## src/rtl/axi_wr_burst_master_pkg.sv

```systemverilog
// Package for axi_wr_burst_master: FSM state type, AXI encodings and the 4 KB
// boundary helper used when AXI_WR_4K_CHECK_EN is defined.
package axi_wr_burst_master_pkg;

    typedef enum logic [1:0] {
        StIdle,
        StXfer,
        StResp
    } state_e;

    localparam logic [1:0]  AxiBurstIncr   = 2'b01;
    localparam logic [3:0]  AxiCacheBufMod = 4'b0011;
    localparam int unsigned Axi4kBytes     = 4096;

    // True when a burst of (len+1) beats starting at page offset 'offset' runs past the 4 KB page.
    function automatic logic crosses_4k(input logic [11:0] offset, input logic [7:0] len,
                                        input int unsigned beat_bytes);
        int unsigned span;
        span = (32'(len) + 32'd1) * beat_bytes;
        return (32'(offset) + span) > Axi4kBytes;
    endfunction

endpackage

```

## src/rtl/axi_wr_burst_master_if.sv

```systemverilog
// AXI4 write-channel bundle (AW, W, B) between the burst master and the interconnect.
// Modports: master (drives AW/W payload and valids, BREADY) and slave (the reverse).
interface axi_wr_burst_master_if #(
    parameter int unsigned C_M_AXI_ID_WIDTH   = 1,
    parameter int unsigned C_M_AXI_ADDR_WIDTH = 32,
    parameter int unsigned C_M_AXI_DATA_WIDTH = 512
);
    logic [C_M_AXI_ID_WIDTH-1:0]     awid;
    logic [C_M_AXI_ADDR_WIDTH-1:0]   awaddr;
    logic [7:0]                      awlen;
    logic [2:0]                      awsize;
    logic [1:0]                      awburst;
    logic                            awlock;
    logic [3:0]                      awcache;
    logic [2:0]                      awprot;
    logic [3:0]                      awqos;
    logic                            awvalid;
    logic                            awready;

    logic [C_M_AXI_ID_WIDTH-1:0]     wid;
    logic [C_M_AXI_DATA_WIDTH-1:0]   wdata;
    logic [C_M_AXI_DATA_WIDTH/8-1:0] wstrb;
    logic                            wlast;
    logic                            wvalid;
    logic                            wready;

    logic [C_M_AXI_ID_WIDTH-1:0]     bid;
    logic [1:0]                      bresp;
    logic                            bvalid;
    logic                            bready;

    modport master (
        output awid, awaddr, awlen, awsize, awburst, awlock, awcache, awprot, awqos, awvalid,
        input  awready,
        output wid, wdata, wstrb, wlast, wvalid,
        input  wready,
        input  bid, bresp, bvalid,
        output bready
    );

    modport slave (
        input  awid, awaddr, awlen, awsize, awburst, awlock, awcache, awprot, awqos, awvalid,
        output awready,
        input  wid, wdata, wstrb, wlast, wvalid,
        output wready,
        output bid, bresp, bvalid,
        input  bready
    );

endinterface

```

## src/rtl/axi_wr_burst_master.sv

```systemverilog
// Single-outstanding AXI4 INCR write-burst engine.
// Takes one command (address, AWLEN-encoded beat count), streams the data beats straight through
// to the W channel, waits for the B response and reports completion (done) and a sticky error.
// Ports:
//   clk, rst_n                        clock, asynchronous active-low reset
//   cmd_valid/cmd_ready/addr/len      command handshake (ready only in idle)
//   din_valid/din_ready/data/strb     data beat stream, passed through to W
//   busy, done, err, err_clr          status: not idle, B-handshake pulse, sticky error, clear
//   m_axi                             AXI4 AW/W/B master channels
// Build option: define AXI_WR_4K_CHECK_EN to reject commands whose burst crosses a 4 KB page
// (no AW/W issued, err set, done pulsed the next cycle).
module axi_wr_burst_master
    import axi_wr_burst_master_pkg::*;
#(
    parameter int unsigned C_M_AXI_ID_WIDTH   = 1,
    parameter int unsigned C_M_AXI_ADDR_WIDTH = 32,
    parameter int unsigned C_M_AXI_DATA_WIDTH = 512
) (
    input  logic                            clk,
    input  logic                            rst_n,

    input  logic                            cmd_valid,
    output logic                            cmd_ready,
    input  logic [C_M_AXI_ADDR_WIDTH-1:0]   cmd_addr,
    input  logic [7:0]                      cmd_len,

    input  logic                            din_valid,
    output logic                            din_ready,
    input  logic [C_M_AXI_DATA_WIDTH-1:0]   din_data,
    input  logic [C_M_AXI_DATA_WIDTH/8-1:0] din_strb,

    output logic                            busy,
    output logic                            done,
    output logic                            err,
    input  logic                            err_clr,

    axi_wr_burst_master_if.master           m_axi
);

    localparam int unsigned BeatBytes = C_M_AXI_DATA_WIDTH / 8;
    localparam int unsigned SizeLog2  = $clog2(BeatBytes);
    localparam logic [2:0]  AwSize    = 3'(SizeLog2);

    state_e                          state_q;
    logic                            cmd_ready_q;
    logic                            awvalid_q;
    logic                            bready_q;
    logic                            aw_done_q;
    logic                            w_done_q;
    logic                            err_q;
    logic                            done_rej_q;
    logic [C_M_AXI_ADDR_WIDTH-1:0]   awaddr_q;
    logic [7:0]                      awlen_q;
    logic [7:0]                      beat_cnt_q;

    logic cmd_hs, aw_hs, w_hs, b_hs, beats_left, w_last, reject_cmd;

    assign cmd_hs     = cmd_valid & cmd_ready_q;
    assign beats_left = (state_q == StXfer) & ~w_done_q;
    assign w_last     = (beat_cnt_q == awlen_q);
    assign aw_hs      = awvalid_q & m_axi.awready;
    assign w_hs       = beats_left & din_valid & m_axi.wready;
    assign b_hs       = bready_q & m_axi.bvalid;

`ifdef AXI_WR_4K_CHECK_EN
    assign reject_cmd = crosses_4k(cmd_addr[11:0], cmd_len, BeatBytes);
`else
    assign reject_cmd = 1'b0;
`endif

    always_ff @(posedge clk or negedge rst_n) begin
        if (!rst_n) begin
            state_q     <= StIdle;
            cmd_ready_q <= 1'b0;
            awvalid_q   <= 1'b0;
            bready_q    <= 1'b0;
            aw_done_q   <= 1'b0;
            w_done_q    <= 1'b0;
            err_q       <= 1'b0;
            done_rej_q  <= 1'b0;
            awaddr_q    <= '0;
            awlen_q     <= '0;
            beat_cnt_q  <= '0;
        end else begin
            done_rej_q <= 1'b0;

            // A new error outranks a same-cycle clear.
            if ((b_hs & m_axi.bresp[1]) | (cmd_hs & reject_cmd)) begin
                err_q <= 1'b1;
            end else if (err_clr) begin
                err_q <= 1'b0;
            end

            unique case (state_q)
                StIdle: begin
                    if (cmd_hs) begin
                        cmd_ready_q <= 1'b0;
                        if (reject_cmd) begin
                            done_rej_q <= 1'b1;
                        end else begin
                            state_q    <= StXfer;
                            awvalid_q  <= 1'b1;
                            awaddr_q   <= {cmd_addr[C_M_AXI_ADDR_WIDTH-1:SizeLog2],
                                           {SizeLog2{1'b0}}};
                            awlen_q    <= cmd_len;
                            beat_cnt_q <= '0;
                            aw_done_q  <= 1'b0;
                            w_done_q   <= 1'b0;
                        end
                    end else begin
                        cmd_ready_q <= 1'b1;
                    end
                end
                StXfer: begin
                    if (aw_hs) begin
                        awvalid_q <= 1'b0;
                        aw_done_q <= 1'b1;
                    end
                    // Counter saturates at len; the final beat flags completion instead.
                    if (w_hs) begin
                        if (w_last) begin
                            w_done_q <= 1'b1;
                        end else begin
                            beat_cnt_q <= beat_cnt_q + 8'd1;
                        end
                    end
                    if ((aw_done_q | aw_hs) & (w_done_q | (w_hs & w_last))) begin
                        state_q  <= StResp;
                        bready_q <= 1'b1;
                    end
                end
                StResp: begin
                    if (b_hs) begin
                        bready_q    <= 1'b0;
                        state_q     <= StIdle;
                        cmd_ready_q <= 1'b1;
                    end
                end
                default: state_q <= StIdle;
            endcase
        end
    end

    assign cmd_ready = cmd_ready_q;
    assign din_ready = beats_left & m_axi.wready;
    assign busy      = (state_q != StIdle);
    assign done      = b_hs | done_rej_q;
    assign err       = err_q;

    assign m_axi.awid    = '0;
    assign m_axi.awaddr  = awaddr_q;
    assign m_axi.awlen   = awlen_q;
    assign m_axi.awsize  = AwSize;
    assign m_axi.awburst = AxiBurstIncr;
    assign m_axi.awlock  = 1'b0;
    assign m_axi.awcache = AxiCacheBufMod;
    assign m_axi.awprot  = '0;
    assign m_axi.awqos   = '0;
    assign m_axi.awvalid = awvalid_q;

    assign m_axi.wid     = '0;
    assign m_axi.wdata   = din_data;
    assign m_axi.wstrb   = din_strb;
    assign m_axi.wlast   = w_last & beats_left;
    assign m_axi.wvalid  = din_valid & beats_left;

    assign m_axi.bready  = bready_q;

    logic unused_sigs;
    assign unused_sigs = ^{m_axi.bid, m_axi.bresp[0], cmd_addr[SizeLog2-1:0]};

endmodule

```

## src/flat_wrapper.sv

```systemverilog
// flat-port wrapper written by rule: the top's interface ports become plain ports
module axi_wr_burst_master_flat import axi_wr_burst_master_pkg::*;
#(
    parameter int unsigned C_M_AXI_ID_WIDTH   = 1,
    parameter int unsigned C_M_AXI_ADDR_WIDTH = 32,
    parameter int unsigned C_M_AXI_DATA_WIDTH = 512
)
  (clk, rst_n, cmd_valid, cmd_ready, cmd_addr, cmd_len, din_valid, din_ready, din_data, din_strb, busy, done, err, err_clr, m_axi_awid, m_axi_awaddr, m_axi_awlen, m_axi_awsize, m_axi_awburst, m_axi_awlock, m_axi_awcache, m_axi_awprot, m_axi_awqos, m_axi_awvalid, m_axi_awready, m_axi_wid, m_axi_wdata, m_axi_wstrb, m_axi_wlast, m_axi_wvalid, m_axi_wready, m_axi_bid, m_axi_bresp, m_axi_bvalid, m_axi_bready);
  axi_wr_burst_master_if #(.C_M_AXI_ID_WIDTH(C_M_AXI_ID_WIDTH), .C_M_AXI_ADDR_WIDTH(C_M_AXI_ADDR_WIDTH), .C_M_AXI_DATA_WIDTH(C_M_AXI_DATA_WIDTH)) m_axi_i ();
  input  logic clk;
  input  logic rst_n;
  input  logic cmd_valid;
  output logic cmd_ready;
  input  logic [C_M_AXI_ADDR_WIDTH-1:0] cmd_addr;
  input  logic [7:0] cmd_len;
  input  logic din_valid;
  output logic din_ready;
  input  logic [C_M_AXI_DATA_WIDTH-1:0] din_data;
  input  logic [C_M_AXI_DATA_WIDTH/8-1:0] din_strb;
  output logic busy;
  output logic done;
  output logic err;
  input  logic err_clr;
  output wire logic [$bits(m_axi_i.awid)-1:0] m_axi_awid;
  output wire logic [$bits(m_axi_i.awaddr)-1:0] m_axi_awaddr;
  output wire logic [$bits(m_axi_i.awlen)-1:0] m_axi_awlen;
  output wire logic [$bits(m_axi_i.awsize)-1:0] m_axi_awsize;
  output wire logic [$bits(m_axi_i.awburst)-1:0] m_axi_awburst;
  output wire logic [$bits(m_axi_i.awlock)-1:0] m_axi_awlock;
  output wire logic [$bits(m_axi_i.awcache)-1:0] m_axi_awcache;
  output wire logic [$bits(m_axi_i.awprot)-1:0] m_axi_awprot;
  output wire logic [$bits(m_axi_i.awqos)-1:0] m_axi_awqos;
  output wire logic [$bits(m_axi_i.awvalid)-1:0] m_axi_awvalid;
  input wire logic [$bits(m_axi_i.awready)-1:0] m_axi_awready;
  output wire logic [$bits(m_axi_i.wid)-1:0] m_axi_wid;
  output wire logic [$bits(m_axi_i.wdata)-1:0] m_axi_wdata;
  output wire logic [$bits(m_axi_i.wstrb)-1:0] m_axi_wstrb;
  output wire logic [$bits(m_axi_i.wlast)-1:0] m_axi_wlast;
  output wire logic [$bits(m_axi_i.wvalid)-1:0] m_axi_wvalid;
  input wire logic [$bits(m_axi_i.wready)-1:0] m_axi_wready;
  input wire logic [$bits(m_axi_i.bid)-1:0] m_axi_bid;
  input wire logic [$bits(m_axi_i.bresp)-1:0] m_axi_bresp;
  input wire logic [$bits(m_axi_i.bvalid)-1:0] m_axi_bvalid;
  output wire logic [$bits(m_axi_i.bready)-1:0] m_axi_bready;
  assign m_axi_awid = m_axi_i.awid;
  assign m_axi_awaddr = m_axi_i.awaddr;
  assign m_axi_awlen = m_axi_i.awlen;
  assign m_axi_awsize = m_axi_i.awsize;
  assign m_axi_awburst = m_axi_i.awburst;
  assign m_axi_awlock = m_axi_i.awlock;
  assign m_axi_awcache = m_axi_i.awcache;
  assign m_axi_awprot = m_axi_i.awprot;
  assign m_axi_awqos = m_axi_i.awqos;
  assign m_axi_awvalid = m_axi_i.awvalid;
  assign m_axi_i.awready = m_axi_awready;
  assign m_axi_wid = m_axi_i.wid;
  assign m_axi_wdata = m_axi_i.wdata;
  assign m_axi_wstrb = m_axi_i.wstrb;
  assign m_axi_wlast = m_axi_i.wlast;
  assign m_axi_wvalid = m_axi_i.wvalid;
  assign m_axi_i.wready = m_axi_wready;
  assign m_axi_i.bid = m_axi_bid;
  assign m_axi_i.bresp = m_axi_bresp;
  assign m_axi_i.bvalid = m_axi_bvalid;
  assign m_axi_bready = m_axi_i.bready;
  axi_wr_burst_master #(.C_M_AXI_ID_WIDTH(C_M_AXI_ID_WIDTH), .C_M_AXI_ADDR_WIDTH(C_M_AXI_ADDR_WIDTH), .C_M_AXI_DATA_WIDTH(C_M_AXI_DATA_WIDTH)) u_core (.clk(clk), .rst_n(rst_n), .cmd_valid(cmd_valid), .cmd_ready(cmd_ready), .cmd_addr(cmd_addr), .cmd_len(cmd_len), .din_valid(din_valid), .din_ready(din_ready), .din_data(din_data), .din_strb(din_strb), .busy(busy), .done(done), .err(err), .err_clr(err_clr), .m_axi(m_axi_i));
endmodule
```

## config.mk

```make
export PLATFORM = sky130hd
export DESIGN_NAME = axi_wr_burst_master_flat
export DESIGN_NICKNAME = d
export VERILOG_FILES = /design/src/rtl/axi_wr_burst_master_pkg.sv /design/src/rtl/axi_wr_burst_master_if.sv /design/src/rtl/axi_wr_burst_master.sv /design/src/flat_wrapper.sv
export SDC_FILE = /design/constraint.sdc
export NUM_CORES = 1
export LEC_CHECK = 0
export ABC_AREA = 1
export CORE_AREA = 10 10 491 493
export CTS_BUF_LIST = sky130_fd_sc_hd__clkbuf_4
export CTS_CLUSTER_DIAMETER = 50
export DETAILED_ROUTE_END_ITERATION = 12
export DIE_AREA = 0 0 501 503
export GPL_ROUTABILITY_DRIVEN = 0
export PLACE_DENSITY_LB_ADDON = 0.25
export SYNTH_ARGS = -nofsm -noshare
export SYNTH_HDL_FRONTEND = slang
export SYNTH_SLANG_ARGS = --single-unit
```

## constraint.sdc

```tcl
create_clock -name clk -period 2.15 [get_ports clk]
set_input_delay 0.3225 -clock clk [delete_from_list [all_inputs] [get_ports clk]]
set_output_delay 0.3225 -clock clk [all_outputs]
set_load 0.03 [all_outputs]
```

* Word-level counts from Yosys, hierarchy flattened
Index checks and enable logic that the tools add are counted.
** Word-level totals
- Register bits :: 50
- Logic and storage cells :: 73
** Cells by class
- Bitwise operators :: 14
- Reduce and logical (&&, ||, !) cells :: 13
- Multiplexer cells :: 25
- Add/subtract/negate cells :: 1
- Equal/unequal tests :: 10
** Operators by type and width (count)
- $mux W8 :: 3
- $pmux W8 S2 :: 1
- $mux W1 :: 12
- $and A1 B1 Y1 :: 11
- $ne A2 B1 Y1 const B :: 5
- $pmux W1 S2 :: 5
- $reduce_bool A2 Y1 :: 5
- $reduce_and A3 Y1 :: 3
- $add A8 B1 Y8 const B :: 1
- $eq A8 B8 Y1 :: 1
- $reduce_and A4 Y1 :: 2
- $mux W2 :: 3
- $pmux W2 S3 :: 1
- $ne A2 B2 Y1 const B :: 2
- $reduce_and A2 Y1 :: 2
- $eq A2 B1 Y1 const B :: 1
- $eq A2 B2 Y1 const B :: 1
- $logic_not A2 Y1 :: 1
- $or A1 B1 Y1 :: 2
- $not A1 Y1 :: 1

* Longest topological paths before layout
- Depth in word-level cells :: 9
- Gate-level depth with buffers :: 10
- Mapped depth without buffers :: 10

* Least setup slack after synthesis
Ideal clock, no wire load.
- Path type :: reg2out
- Start point :: register u_core.awlen_q[7], in the netlist u_core.m_axi.awlen[7]
- End point :: output port m_axi_wlast
- Cell stages (with the launch flop) :: 6
- Setup slack :: 0.422 ns
- Data arrival time :: 1.406 ns
- Required time :: 1.827 ns
- Path through :: dfrtp_1 -> xnor2_1 -> nand2_1 -> nor2_1 -> nand2_1 -> nor2_1
** Between the ends
- Longest elaborated chain between the ends :: 2
** Ends and longest elaborated chain
- start: declaration :: line axi_wr_burst_master.sv:53 : logic [7:0] awlen_q;
- start signal: assignment :: line axi_wr_burst_master.sv:105 : awlen_q <= cmd_len;
- $eq A8 B8 Y1 :: line axi_wr_burst_master.sv:60 : assign w_last = (beat_cnt_q == awlen_q);
- $and A1 B1 Y1 :: line axi_wr_burst_master.sv:164 : assign m_axi.wlast = w_last & beats_left;
- end: declaration :: line flat_wrapper.sv:38 : output wire logic [$bits(m_axi_i.wlast)-1:0] m_axi_wlast;
No other way between the ends.

* Worst setup path in the final report
- Start point :: register u_core.awlen_q[0], in the netlist u_core.m_axi.awlen[0]
- End point :: output port m_axi_wlast
Same word-level chain as after synthesis.

==> metrics.cfg <==
[grt]
grt_antenna_before_repair=22
grt_pass1_vias=3652
track_usage_pct=10.1
gr-total-overflow=0
grt_pass1_wl_um=143000
grt_max_degree=32

[synthesis]
yosysTopAreaCell=buf_4
synth_top_cell_area_share_pct=66.7
ys_top_cells_by_area=buf_4 67%, dfrtp_1 18%, nand2_1 7.6%
synthTopCellsByCount=602 x buf_4, 138 x nand2_1, 50 x dfrtp_1, 18 x inv_1, 15 x nor2_1
synthCells=877
synth_seq_cells=50
synth_edf_count=0
synth_flop_cell=dfrtp_1
async_flop_share_pct=100
yosysMostFrequentCell=buf_4
synth.distinct_cells=23
syn_avg_cell_area_um2=7.73
synthesis.area_um2=6780
yosysSeqAreaShare_pct=18.5
yosysWarningCount=0

[die]
start_util_pct=2.93
die_height_um=503
design.die.area_um2=252000
die_x_um=501
core_um2=231000
ios=1271
num_rows=177

[setup_path]
arrival_ps=1780
cpMostUsedCell=nor2_4
max_stage_delay_ps=530
rr_startpoint=u_core.state_q[1]
cp.required_ps=1830
endpoint_kind=primary output
critPathLaunchType=flop
crit_chain=xnor2_1, nand2_1, nor2_4, nand2_4, nor2_4, buf_12
path_max_fanout=3
rrSetupSlack_ps=410
path_class=reg2out
cpMaxStageDelayCell=dfrtp_2
reg2reg_depth=8
reg2reg_to=u_core.m_axi.awaddr[17]

[cells_and_area]
stdcell_area_um2=7260
nets=1029
syn_to_final_growth_pct=7.20
drive_gt1_share_pct=20.6
fin_cells=3449

[hold_path]
hold_path_depth=3
min_to=u_core.m_axi.awlen[2]
hold_start=cmd_len[2]
hold_path_class=in2reg

[timing]
fin_skew_ps=31.1
finalSetupViolCount=0
worst_pin_slew_ps=613
hold_viol=0
max_freq_ghz=0.476
fin_crit_ps=2100
slew_headroom_pct=59.0
rsz0062_at_grt=yes
fin_ws_ps=51.1
drv_slew=0
fin_crit_sh_pct=97.6

[placement]
dpl.hpwl_um=130000
placed_area_um2=7000
io_buffers=85
place_inst=3424
place_ws_ps=347

[power]
ir_worst_vdd_v=0.000293
power_leakage_nw=1.89
powerDensity_nw_per_um2=822
finalPower_mw=5.97

[detailed_routing]
wl_per_cell_um=39.0
drtIter0Drc=200
route.detailed.drc=0
drt_pass1_iterations=4
vias=3604
avgViaCountPerCell=1.04
drt-total-wl_um=135000
antenna_left=0

[clock_tree]
cts_made_buffers=5
cts_num_sinks=50
cts_buffer_depth=2
h-tree-depth=2
clk_latency_ps=500
clkTransAtPathRegs_ps=230
cts_tree=yes
cts-root-buf=clkbuf_4

[outcome]
status=completed

[job]
drv_cap=0

-- logic make-up (layout without fill, tap and decap cells) --
| logic type | Yosys count | after routing | synth area share (%) |
|---|---|---|---|
| AO/OA/AOI/OAI | 11 | 11 | 0.849 |
| XOR/XNOR | 11 | 11 | 1.42 |
| adder cells (fa/ha/maj) | 1 | 1 | 0.185 |
| buffers and inverters | 630 | 132 | 68.5 |
| flip-flops | 50 | 50 | 18.5 |
| AND/OR/NAND/NOR | 172 | 172 | 10.5 |
| other | 2 | 29 | 0.111 |
-- stage by stage --
step	setup TNS (ps)	util, %	hold WS, ps
floorplan	0	-	26.9
global placement	0	3.03	314
detailed placement	0	3.03	317
CTS	-247	3.09	239
global route	-131	3.14	293
finish	0	3.14	322
-- placed cells by master (no fill, tap or decap), types with 2 or more instances in the layout --
master	n
xnor2_2	2
inv_1	17
dfrtp_1	44
nand3_1	12
nand2_1	136
dfrtp_2	6
o21ai_0	6
diode_2	4
o21ai_1	3
nand2_4	3
xnor2_1	5
nor2_4	5
nor2_1	10
clkbuf_4	5
clkdlybuf4s50_1	48
xor2_1	4
nand2_2	2
conb_1	25
nor2_2	2
dlymetal6s2s_1	3
inv_2	4
buf_12	7
buf_4	42
-- flip-flops by register name, indices dropped and copies added (netlist names) --
| name | flops |
|---|---|
| u_core.m_axi.awaddr | 26 |
| u_core.beat_cnt_q | 8 |
| u_core.m_axi.awlen | 8 |
| u_core.state_q | 2 |
| u_core.aw_done_q | 1 |
| u_core.cmd_ready | 1 |
| u_core.err | 1 |
| u_core.m_axi.awvalid | 1 |
| u_core.m_axi.bready | 1 |
| u_core.w_done_q | 1 |
-- worst max-delay path: cells and delay by family, from the launching register on --
family,cells,cell delay [ps]
DFF,1,530
buffers and inverters,1,140
and+or+nand+nor,4,450
xor gates and xnor gates,1,160
-- worst max path at each step --
stage | from | end | slack [ps] | depth (start not counted)
after floorplan | u_core.m_axi.awlen[7] | m_axi_wlast | 420 | 5
after global placement | cmd_valid | u_core.m_axi.awaddr[22] | 340 | 7
after detailed placement | m_axi_wready | u_core.state_q[0] | 350 | 8
after CTS | u_core.beat_cnt_q[5] | m_axi_wlast | -170 | 8
after global routing | u_core.beat_cnt_q[6] | m_axi_wlast | -90 | 6
final | u_core.m_axi.awlen[0] | m_axi_wlast | 50 | 6
-- repair_timing --
action	4_1_cts	5_1_grt
pin swaps	0	3
setup buffers	6	6
resized for setup	11	16
setup endpoints to repair	5	6
hold buffers	1	0
endpoints found under the hold margin	22	0
-- area by class of cell --
class | instances | area (µm²)
fillers | 27500 | 224000
well taps | 3043 | 3810
flip-flops and latches | 50 | 1260
multi-input cells | 220 | 1020
repair buffers | 103 | 1000
inverters | 21 | 78.8
clock inverters | 3 | 47.5
clock buffers | 5 | 37.5
diodes | 4 | 10.0
-- power by group --
part | leakage [nW] | internal (mW) | switching [mW] | total [mW]
logic | 1.22 | 1.11 | 2.50 | 3.61
clock network | 0.0458 | 0.250 | 0.475 | 0.726
registers | 0.620 | 1.33 | 0.299 | 1.63
total | 1.89 | 2.70 | 3.27 | 5.97
-- per-layer routing --
| layer | vias up | track usage [%] | part of all wire [%] |
|---|---|---|---|
| met5 | - | 1.48 | 0.39 |
| met4 | 16 | 4.00 | 4.4 |
| met3 | 290 | 21.9 | 46 |
| met2 | 997 | 14.8 | 41 |
| met1 | 1242 | 2.21 | 7.9 |
| li1 | 1059 | - | - |
Note: power is estimated with default switching activity, not from simulation.
